File: src/rtl/alarm_pkg.sv
// Shared alarm types: FSM state, BCD time record and the time-validity check.
// The watch and display stages import the same struct.
package alarm_pkg;

   typedef enum logic [1:0] {IDLE, ARMED, RINGING, SNOOZE} alarm_state_t;

   typedef struct packed {
      logic [3:0] hourdec;
      logic [3:0] hourone;
      logic [3:0] mindec;
      logic [3:0] minone;
   } bcd_time_t;

   localparam int TIMER_W = 10;

   // A 24-hour BCD time: 00:00 .. 23:59
   function automatic logic bcd_time_valid(input bcd_time_t t);
      logic ok;
      ok = (t.hourdec <= 4'd2) && (t.hourone <= 4'd9) &&
           (t.mindec <= 4'd5) && (t.minone <= 4'd9);
      if (t.hourdec == 4'd2 && t.hourone > 4'd3) begin
         ok = 1'b0;
      end
      return ok;
   endfunction

endpackage

File: src/rtl/alarm_match.sv
// Combinational compare of the running time against the stored alarm,
// plus the validity check for a candidate alarm time.
module alarm_match
   import alarm_pkg::*;
(
   input  bcd_time_t now,
   input  bcd_time_t alarm,
   input  bcd_time_t cand,
   output logic      match,
   output logic      set_ok
);

   assign match  = (now == alarm);
   assign set_ok = bcd_time_valid(cand);

endmodule

File: src/rtl/alarm_ctrl.sv
// Alarm controller: alarm register, rising-edge match detect and the
// arm/ring/snooze state machine driving the buzzer.
module alarm_ctrl
   import alarm_pkg::*;
#(
   parameter int RING_SEC   = 60,
   parameter int SNOOZE_SEC = 300
)(
   input  logic       clk,
   input  logic       rst,
   input  logic       tick,
   input  logic [3:0] hourdec_now,
   input  logic [3:0] hourone_now,
   input  logic [3:0] mindec_now,
   input  logic [3:0] minone_now,
   input  logic       alarm_on,
   input  logic       set_vld,
   input  logic [3:0] set_hourdec,
   input  logic [3:0] set_hourone,
   input  logic [3:0] set_mindec,
   input  logic [3:0] set_minone,
   input  logic       snooze,
   input  logic       stop,
   output logic [3:0] alarm_hourdec,
   output logic [3:0] alarm_hourone,
   output logic [3:0] alarm_mindec,
   output logic [3:0] alarm_minone,
   output logic       set_err,
   output logic       ringing,
   output logic       buzz,
   output logic       snoozed
);

   localparam logic [TIMER_W-1:0] RING_LIM   = TIMER_W'(RING_SEC);
   localparam logic [TIMER_W-1:0] SNOOZE_LIM = TIMER_W'(SNOOZE_SEC);

   bcd_time_t          now_t;
   bcd_time_t          set_t;
   bcd_time_t          alarm_q;
   alarm_state_t       state;
   alarm_state_t       state_nxt;
   logic [TIMER_W-1:0] timer;
   logic [TIMER_W-1:0] timer_nxt;
   logic [TIMER_W-1:0] timer_inc;
   logic               match;
   logic               match_q;
   logic               match_rise;
   logic               set_ok;
   logic               active;
   logic               buzz_nxt;

   assign now_t = {hourdec_now, hourone_now, mindec_now, minone_now};
   assign set_t = {set_hourdec, set_hourone, set_mindec, set_minone};

   alarm_match u_match (
      .now    (now_t),
      .alarm  (alarm_q),
      .cand   (set_t),
      .match  (match),
      .set_ok (set_ok)
   );

   // Fire only on the first cycle of a match, so stopping inside the
   // matching minute cannot re-trigger the alarm.
   assign match_rise = match & ~match_q;

   always_ff @(posedge clk) begin
      if (rst) begin
         state <= IDLE;
         timer <= '0;
      end else begin
         state <= state_nxt;
         timer <= timer_nxt;
      end
   end

   // Transition priority: enable switch, set, stop, snooze, timeouts, match, arm
   always_comb begin
      state_nxt = state;
      timer_nxt = timer;
      timer_inc = timer + 1'b1;
      active    = (state == RINGING) || (state == SNOOZE);
      if (!alarm_on) begin
         state_nxt = IDLE;
      end else if (set_vld && active) begin
         state_nxt = ARMED;
      end else if (stop && active) begin
         state_nxt = ARMED;
      end else begin
         unique case (state)
            IDLE:    state_nxt = ARMED;
            ARMED:   if (match_rise) state_nxt = RINGING;
            RINGING: begin
               if (snooze) begin
                  state_nxt = SNOOZE;
               end else if (tick) begin
                  if (timer_inc == RING_LIM) state_nxt = ARMED;
                  else                       timer_nxt = timer_inc;
               end
            end
            SNOOZE: begin
               if (tick) begin
                  if (timer_inc == SNOOZE_LIM) state_nxt = RINGING;
                  else                         timer_nxt = timer_inc;
               end
            end
            default: state_nxt = IDLE;
         endcase
      end
      if (state_nxt != state) begin
         timer_nxt = '0;
      end
      buzz_nxt = 1'b0;
      if (state == RINGING && state_nxt == RINGING) begin
         buzz_nxt = buzz ^ tick;
      end
   end

   // Output and alarm-register flops; status outputs follow the next state
   // so they change on the same edge as the FSM.
   always_ff @(posedge clk) begin
      if (rst) begin
         alarm_q <= '0;
         match_q <= 1'b1;
         set_err <= 1'b0;
         ringing <= 1'b0;
         snoozed <= 1'b0;
         buzz    <= 1'b0;
      end else begin
         if (set_vld && set_ok) begin
            alarm_q <= set_t;
         end
         match_q <= match;
         set_err <= set_vld & ~set_ok;
         ringing <= (state_nxt == RINGING);
         snoozed <= (state_nxt == SNOOZE);
         buzz    <= buzz_nxt;
      end
   end

   assign alarm_hourdec = alarm_q.hourdec;
   assign alarm_hourone = alarm_q.hourone;
   assign alarm_mindec  = alarm_q.mindec;
   assign alarm_minone  = alarm_q.minone;

endmodule

File: config.mk
export PLATFORM = sky130hd
export DESIGN_NAME = alarm_ctrl
export DESIGN_NICKNAME = d
export VERILOG_FILES = /design/src/rtl/alarm_pkg.sv /design/src/rtl/alarm_match.sv /design/src/rtl/alarm_ctrl.sv
export SDC_FILE = /design/constraint.sdc
export NUM_CORES = 1
export LEC_CHECK = 0
export CAP_MARGIN = 10
export CORE_AREA = 2 2 68 70
export CTS_BUF_LIST = sky130_fd_sc_hd__clkbuf_4 sky130_fd_sc_hd__clkbuf_8
export DETAILED_ROUTE_END_ITERATION = 7
export DIE_AREA = 0 0 70 72
export HOLD_SLACK_MARGIN = 0.08
export PLACE_DENSITY = 0.78
export SLEW_MARGIN = 10
export SYNTH_ARGS = -nofsm -noshare
export SYNTH_HDL_FRONTEND = slang
export SYNTH_HIERARCHICAL = 1
export SYNTH_SLANG_ARGS = --single-unit
File: constraint.sdc
create_clock -name clk -period 3.28 [get_ports clk]
set_input_delay 0.656 -clock clk [delete_from_list [all_inputs] [get_ports clk]]
set_output_delay 0.656 -clock clk [all_outputs]
set_load 0.005 [all_outputs]
==> flow_summary.json <==
{
  "cts_buffers": 5,
  "die_h_um": 72,
  "cts_setup_buffers": 0,
  "ys_seq_area_share_pct": 32.7,
  "syn_area_per_cell_um2": 8.63,
  "setup-violations-final": 0,
  "r2r_setup_slack_ns": 0.73,
  "r2r-end": "timer[4]$_SDFFE_PP0P_",
  "cts_tree": "done",
  "gp_congestion": 0.842,
  "yosysWarnings": 6,
  "ys_types": 54,
  "vias_per_cell": 5.53,
  "syn_area_um2": 2020,
  "drc": 0,
  "overflow": 0,
  "switching_share_pct": 19.8,
  "startpoint": "mindec_now[1]",
  "grt_pass1_vias": 1817,
  "p_per_area_nw_per_um2": 344,
  "synth_most_common_cell": "nand2_1",
  "required_ns": 3.44,
  "vias": 1902,
  "wire_per_inst_um": 15.1,
  "portBuffers": 58,
  "yosys_most_used_dff": "dfxtp_1",
  "final_nets": 332,
  "diodes": 0,
  "hpwl_um": 3930,
  "drt_iter0_markers": 146,
  "yosysTopAreaCellShare_pct": 32.7,
  "drive_above_1_share_pct": 12.7,
  "drv_slew": 0,
  "synthCells": 234,
  "slew_headroom_pct": 61.6,
  "grt_pass1_wl_um": 8580,
  "fmax_ghz": 0.332,
  "clock_path_buffers": 2,
  "power_frac_comb_pct": 10.2,
  "whs_ns": 0.486,
  "cts.clk_slew.worst_paths_ns": 0.07,
  "synth_edf_count": 0,
  "crit_type": "in2reg",
  "endpoint": "timer[4]$_SDFFE_PP0P_",
  "drv_cap": 0,
  "antenna_found_initial": 0,
  "clock_skew_ns": 0.00586,
  "synth-seq-cells": 33,
  "grt_setup_unrepaired": "no",
  "crit_arrival_ns": 3.18,
  "min_path_type": "reg2reg",
  "synth_common_cells": "nand2_1, dfxtp_1, xnor2_1",
  "io_pins": 59,
  "status": "finished, final reports clean",
  "grt_max_degree": 22,
  "cp-end-kind": "register",
  "coreArea_um2": 4260,
  "start_kind": "input port",
  "ctsHoldBuffers": 0,
  "ctsResizeCount": 0,
  "ys_top_cells_by_area": "dfxtp_1, xnor2_1, nand2_1",
  "htree_levels": 2,
  "hold_viol_final": 0,
  "p_seq_share_pct": 42.6,
  "intPower_uw": 767,
  "period_share_pct": 91.9,
  "area_growth_pct": 37.6,
  "fp-row-count": 24,
  "syn-num-nets": 275,
  "vdd_drop_max_v": 0.000245,
  "wl_um": 5180,
  "async_flop_share_pct": 0,
  "fin_crit_ns": 3.01,
  "insertion_delay_ns": 0.28,
  "path_max_fanout": 10,
  "grtUsageTotal_pct": 21.3,
  "final_antenna_net_count": 0,
  "drt-pass1-iter-count": 4,
  "start_util_pct": 47.4,
  "fp.dieArea_um2": 5040,
  "clock_sinks": 33,
  "synth_top_area_cell": "dfxtp_1",
  "p_sw_uw": 189,
  "hp-start": "alarm_mindec[0]$_SDFFE_PP0P_",
  "p_total_uw": 957,
  "regToRegStartpoint": "alarm_mindec[1]$_SDFFE_PP0P_",
  "clkPwrFrac_pct": 47.2,
  "leakage_uw": 0.000886,
  "worst-r2r-cell-count": 9,
  "cts_root_buf": "clkbuf_8",
  "worstMarginPinSlew_ns": 0.575,
  "die_x_um": 70
}
==> kinds of logic (layout without fill, tap and decap cells) <==
family,after synthesis,count (layout),share of synthesized area (%)
mux,2,2,0.991
flops,33,33,32.7
simple gates,110,110,31.8
compound gates,47,47,17.5
xor+xnor,27,27,12.6
fa+ha+maj,2,2,1.24
buf+inv,13,71,3.10
==> sequential cells by signal, summed over array words and instances (netlist names), 2 cells and up <==
signal / cells
alarm_hourdec: 4
alarm_hourone: 4
alarm_mindec: 4
alarm_minone: 4
state: 2
timer: 10
==> worst min-delay path by stage <==
| stage | depth (start not counted) | to |
|---|---|---|
| 2_1_floorplan | 2 | alarm_hourdec[0]$_SDFFE_PP0P_ |
| 3_5_place_dp | 2 | alarm_minone[2]$_SDFFE_PP0P_ |
| 3_3_place_gp | 2 | alarm_hourone[0]$_SDFFE_PP0P_ |
| 4_1_cts | 2 | alarm_mindec[0]$_SDFFE_PP0P_ |
| 5_1_grt | 2 | alarm_minone[3]$_SDFFE_PP0P_ |
| 6_report | 2 | alarm_mindec[0]$_SDFFE_PP0P_ |
==> area by class of cell <==
class	instances	area, µm²
fillers	365	1490
multi-input cells	188	1300
flip-flops and latches	33	661
repair buffers	61	616
clock buffers	5	68.8
clock inverters	3	65.1
well taps	52	65.1
inverters	2	7.51
==> power by group through the flow <==
stage,combinational [µW],sequential (µW),clock (µW)
after detailed placement,96.0,417,0
after CTS,97.3,407,460
after global routing,104,408,483
final,97.2,407,452
after floorplan,31.2,415,0
after global placement,95.2,416,0
==> critical path: stages <==
cell	delay, ns
clkdlybuf4s50_1	0.47
xnor2_1	0.13
nand4_1	0.15
nor4_2	0.34
nor4bb_1	0.40
or2_2	0.21
nand2_1	0.09
a31oi_4	0.23
xor2_4	0.42
nor3_2	0.08
==> per-stage QoR <==
| stage | instance area, µm² | setup WS [ns] | instances | setup TNS, ns | util, % |
|---|---|---|---|---|---|
| floorplan | 2020 | 0.736 | 234 | 0 | - |
| global placement | 2650 | 0.0883 | 336 | 0 | 62.0 |
| detailed placement | 2650 | -0.0329 | 336 | -0.232 | 62.0 |
| CTS | 2780 | 0.265 | 344 | 0 | 65.2 |
| global route | 2780 | 0.0723 | 344 | 0 | 65.2 |
| finish | 2780 | 0.265 | 344 | 0 | 65.2 |
==> routing by layer <==
metal	global-route usage, %	share of wire (%)
met1	29.9	47
met2	32.5	47
met3	5.28	4.5
met4	6.62	1.9
met5	0	0
==> cell usage in the layout, fill, tap and decap left out, types with 7 or more instances in the layout <==
cell type and n:
xor2_1 7, a21oi_1 18, nand3_1 7, xnor2_1 19, nor2_1 9, nand4_1 7
nand2_1 39, dfxtp_1 33, nor3_2 9, clkdlybuf4s50_1 58
(Power assumes the default switching activity.)
